## config.mk

```make
export PLATFORM = sky130hd
export DESIGN_NAME = spi_slave_ctrl
export DESIGN_NICKNAME = d
export VERILOG_FILES = /design/src/rtl/spi_slave_ctrl.sv
export SDC_FILE = /design/constraint.sdc
export NUM_CORES = 1
export LEC_CHECK = 0
export CORE_ASPECT_RATIO = 1.25
export CORE_UTILIZATION = 52
export CTS_CLUSTER_DIAMETER = 80
export DETAILED_ROUTE_END_ITERATION = 16
export HOLD_SLACK_MARGIN = 0.08
export PLACE_DENSITY = 0.88
export SLEW_MARGIN = 30
export SYNTH_ARGS = -nofsm -noshare
export SYNTH_HDL_FRONTEND = slang
export SYNTH_SLANG_ARGS = --single-unit
```

## constraint.sdc

```tcl
create_clock -name clk -period 2.8 [get_ports clk]
set_input_delay 0.84 -clock clk [delete_from_list [all_inputs] [get_ports clk]]
set_output_delay 0.84 -clock clk [all_outputs]
set_load 0.01 [all_outputs]
```

## src/rtl/spi_slave_ctrl.sv

```systemverilog
// spi_slave_ctrl: SPI slave front-end framing {cmd, payload} for the RAM controller and returning read data on MISO.
module spi_slave_ctrl #(
    parameter int DATA_W     = 8,
    parameter int TX_TIMEOUT = 16,
    parameter int ERR_W      = 8
) (
    input  logic              clk,
    input  logic              rst,
    input  logic              SS_n,
    input  logic              MOSI,
    output logic              MISO,
    output logic              miso_oe,
    output logic [DATA_W+1:0] rx_data,
    output logic              rx_valid,
    input  logic [DATA_W-1:0] tx_data,
    input  logic              tx_valid,
    output logic              busy,
    output logic              frame_err,
    output logic [ERR_W-1:0]  err_cnt
);
    localparam int CW = $clog2(DATA_W + 2);
    localparam int TW = $clog2(TX_TIMEOUT + 1);

    typedef enum logic [2:0] {IDLE, RX, WAIT_TX, TX, DONE} state_t;

    state_t            state, state_n;
    logic [CW-1:0]     cnt, cnt_n;
    logic [TW-1:0]     tmo, tmo_n;
    logic [DATA_W+1:0] rx_n, rx_shift;
    logic [DATA_W-1:0] sh, sh_n;
    logic [1:0]        cmd;
    logic              oe_n, rd_addr_seen, seen_n, rxv_n, err_n;

    assign rx_shift = {rx_data[DATA_W:0], MOSI};
    assign cmd      = rx_shift[DATA_W+1:DATA_W];
    assign busy     = state != IDLE;
    assign MISO     = miso_oe & sh[DATA_W-1];

    always_comb begin
        state_n = state;
        cnt_n   = cnt;
        tmo_n   = tmo;
        rx_n    = rx_data;
        sh_n    = sh;
        oe_n    = miso_oe;
        seen_n  = rd_addr_seen;
        rxv_n   = 1'b0;
        err_n   = 1'b0;
        case (state)
            IDLE: if (!SS_n) begin
                state_n = RX;
                cnt_n   = '0;
            end
            RX: if (SS_n) begin
                err_n   = 1'b1;
                state_n = IDLE;
            end else begin
                rx_n  = rx_shift;
                cnt_n = cnt + CW'(1);
                if (cnt == CW'(DATA_W + 1)) begin
                    rxv_n   = 1'b1;
                    tmo_n   = '0;
                    state_n = DONE;
                    if (cmd == 2'b10) seen_n = 1'b1;
                    else if (cmd == 2'b11 && rd_addr_seen) begin
                        seen_n  = 1'b0;
                        state_n = WAIT_TX;
                    end else if (cmd == 2'b11) err_n = 1'b1;
                end
            end
            WAIT_TX: if (SS_n) begin
                err_n   = 1'b1;
                state_n = IDLE;
            end else if (tx_valid) begin
                sh_n    = tx_data;
                oe_n    = 1'b1;
                cnt_n   = '0;
                state_n = TX;
            end else if (tmo == TW'(TX_TIMEOUT - 1)) begin
                err_n   = 1'b1;
                state_n = DONE;
            end else tmo_n = tmo + TW'(1);
            TX: if (SS_n) begin
                oe_n    = 1'b0;
                err_n   = 1'b1;
                state_n = IDLE;
            end else if (cnt == CW'(DATA_W - 1)) begin
                oe_n    = 1'b0;
                state_n = DONE;
            end else begin
                sh_n  = sh << 1;
                cnt_n = cnt + CW'(1);
            end
            DONE: state_n = SS_n ? IDLE : DONE;
            default: state_n = IDLE;
        endcase
    end

    always_ff @(posedge clk or posedge rst) begin
        if (rst) begin
            state        <= IDLE;
            cnt          <= '0;
            tmo          <= '0;
            rx_data      <= '0;
            sh           <= '0;
            miso_oe      <= 1'b0;
            rd_addr_seen <= 1'b0;
            rx_valid     <= 1'b0;
            frame_err    <= 1'b0;
            err_cnt      <= '0;
        end else begin
            state        <= state_n;
            cnt          <= cnt_n;
            tmo          <= tmo_n;
            rx_data      <= rx_n;
            sh           <= sh_n;
            miso_oe      <= oe_n;
            rd_addr_seen <= seen_n;
            rx_valid     <= rxv_n;
            frame_err    <= err_n;
            if (err_n && err_cnt != '1) err_cnt <= err_cnt + ERR_W'(1);
        end
    end
endmodule

```

==> flow_summary_export.csv <==
group,metric,value,unit
placed_design,gp_congestion,0.900,
synth,yosys.area.top_type,"dfrtp_1",
floorplanning,start_util,54.7,%
critical_path,crit_arrival,1.73,ns
cts,clk_pin_slew,0.07,ns
placed_design,port_buffers,35,
cts,cts_resized,0,
routing,drtAntennaViolNets,0,
placed_design,dp_hpwl,2.92,mm
cts,cts-root-buf,"clkbuf_8",
hold_path,holdCritPathClass,"reg -> reg",
global_routing,grt_max_degree,43,
routing,firstDrtPassIters,4,
cells_and_area,multi_input_area,957,um^2
floorplanning,coreArea,0.00378,mm^2
cells_and_area,layout-drive-gt1-share,10.0,%
synth,synthesis.instances,213,
timing,period_share,91.8,%
routing,wire_per_inst,13.1,um
cts,cts.htree.levels,2,
pwr,p_int,0.00123,W
synth,yosysSeqAreaShare,50.8,%
critical_path,path_cells,"or3_1 > clkdlybuf4s50_1",
cts,post_cts_buffers,0,
critical_path,critPathSlowestCell,"dfrtp_1",
pwr,power_frac_seq,48.0,%
synth,syn_area,0.00207,mm^2
pwr,p_total,0.00174,W
floorplanning,io_pins,36,
critical_path,path_class,"reg -> out",
hold_path,min_from,"sh[7]",
timing,fmax,0.389,GHz
cts,cts_buffers,5,
pwr,clkPwrFrac,25.8,%
timing,finalSetupTns,0,ns
cells_and_area,fill_cells,302,
synth,yosys.area.top_type_share,50.8,%
global_routing,grtUsageTotal,21.8,%
routing,drt-initial-drc-count,88,
cts,clock_sinks,42,
routing,wl,4.11,mm
global_routing,grt_overflow,0,
pwr,p_per_area,658,mW/mm^2
pwr,peakVddDrop,0.420,mV
timing,finalCriticalPeriod,2.57,ns
cells_and_area,nets,277,
critical_path,regToRegStartpoint,"cnt[1]",
timing,slew_viol_final,0,
synth,ys_dominant_reg_cell,"dfrtp_1",
floorplanning,die_x,58.4,um
pwr,switching_share,29.4,%
critical_path,slowest_delay,0.53,ns
synth,synth.area.top_cells,"dfrtp_1 51%, nand2_1 9.1%, mux2i_1 3.9%",
critical_path,path_max_fanout,15,
synth,syn_avg_cell_area,9.72,um^2
cts,cts_tree,"done",
routing,num_vias,1666,
timing,hold_viol_final,0,
synth,yosys-top-cells-count,"50 x nand2_1, 42 x dfrtp_1, 14 x o21ai_0",
synth,synth_seq_cells,42,
global_routing,grt_first_pass_wirelength,6.91,mm
synth,synth_edf_count,0,
floorplanning,std_cell_rows,25,
critical_path,cp-end-kind,"output port",
timing,max_slew_margin,65.0,%
cells_and_area,syn_to_final_growth,27.6,%
routing,viasPerCell,5.31,
pwr,p_leak,1.28,nW
job,maxCapViolCount,0,
pwr,p_switching,0.000512,W
critical_path,cp-startpoint,"state[1]",
synth,ys_warn_count,0,
floorplanning,dieArea,0.00424,mm^2
cts,clk_path_buf_depth,2,
routing,drc,0,
pwr,p_comb_share,26.2,%
synth,yosysMostFrequentCell,"nand2_1",
critical_path,cp-start-kind,"flip-flop",
timing,tightestPinTransition,0.520,ns
timing,rsz0062_at_grt,"no",
run_status,status,"finished, final reports clean",
cts,clk_latency,0.29,ns
synth,syn_nets,231,
global_routing,antenna_found_initial,0,
floorplanning,die_h,72.5,um
synth,ys_types,39,
timing,skew,0.00559,ns
timing,setup_viol,0,
synth,async_reset_ff_share,100,%
cells_and_area,diodes,0,
critical_path,crit_required,1.96,ns
cells_and_area,final-seq-area,0.00105,mm^2
global_routing,grt_pass1_vias,1607,
cts,postCtsHoldBufs,0,
-- logic make-up after synthesis --
| logic type | Yosys count | share of synthesized area [%] |
|---|---|---|
| AOI/OAI and AO/OA | 31 | 10.3 |
| buffers and inverters | 14 | 2.96 |
| DFF | 42 | 50.8 |
| xor gates and xnor gates | 8 | 3.39 |
| adders and majority gates | 5 | 3.02 |
| muxes | 11 | 5.50 |
| and+or+nand+nor | 102 | 24.1 |
-- per-stage QoR --
step                      setup slack (ns)  util [%]  area [um^2]  hold slack, ns  cells
after floorplan                      0.512         -         2070           0.442    213
after global placement               0.109      66.9         2530           0.456    306
after detailed placement            0.0678      66.9         2530           0.473    306
after CTS                            0.236      69.8         2640           0.490    314
after global routing                 0.172      69.8         2640           0.504    314
final                                0.230      69.8         2640           0.487    314
-- cell usage in the layout, fill, tap and decap left out, types with 6 or more instances in the layout --
master and instances:
nor2_1 13, nand2_1 50, dfrtp_1 42, xor2_1 7, mux2i_1 8, clkdlybuf4s50_1 35, nor3b_1 6, o21ai_0 14
inv_1 8, buf_4 10, nand3_1 6, clkbuf_8 8
-- power groups by stage --
stage,registers [W],logic [W],clock network (W)
after detailed placement,0.000845,0.000456,0
after CTS,0.000837,0.000460,0.000462
after global routing,0.000856,0.000505,0.000485
after floorplan,0.000860,0.000184,0
after global placement,0.000838,0.000442,0
final,0.000835,0.000455,0.000449
-- worst max-delay path: cells and delay by family (launching register included) --
| kind | cells | cell delay (ns) |
|---|---|---|
| flops | 1 | 0.53 |
| buf+inv | 1 | 0.49 |
| simple gates | 1 | 0.42 |
-- path summary, 6_finish.rpt --
path                                   end  slack (ns)  cells past startpoint
max in group asynchronous         state[1]        1.47                      3
worst min register to register       sh[7]        0.49                      2
min in group asynchronous            sh[5]        0.97                      3
worst max register to register  err_cnt[6]        0.63                      7
worst max-delay path                  busy        0.23                      2
worst min-delay path                 sh[7]        0.49                      2
-- flip-flops by register name, summed over array words and instances, names as in the netlist --
name / flops
cnt: 4
err_cnt: 8
frame_err: 1
miso_oe: 1
rd_addr_seen: 1
rx_data: 10
rx_valid: 1
sh: 8
state: 3
tmo: 5
-- cell type report --
| type | count | share of cell area, % |
|---|---|---|
| tap | 54 | 2.56 |
| inverter | 8 | 1.14 |
| multi-input combinational | 157 | 36.2 |
| timing repair buffer | 45 | 16.1 |
| clock buffer | 8 | 4.17 |
| sequential | 42 | 39.8 |
-- per-layer routing --
layer | GRT usage, % | vias up | wire [um]
met5 | 0 | - | 0
met4 | 8.73 | 0 | 74
met3 | 6.24 | 9 | 162
met2 | 37.4 | 46 | 2070
met1 | 25.4 | 793 | 1800
li1 | - | 818 | -
No activity file was read; power rests on OpenSTA's default activity.
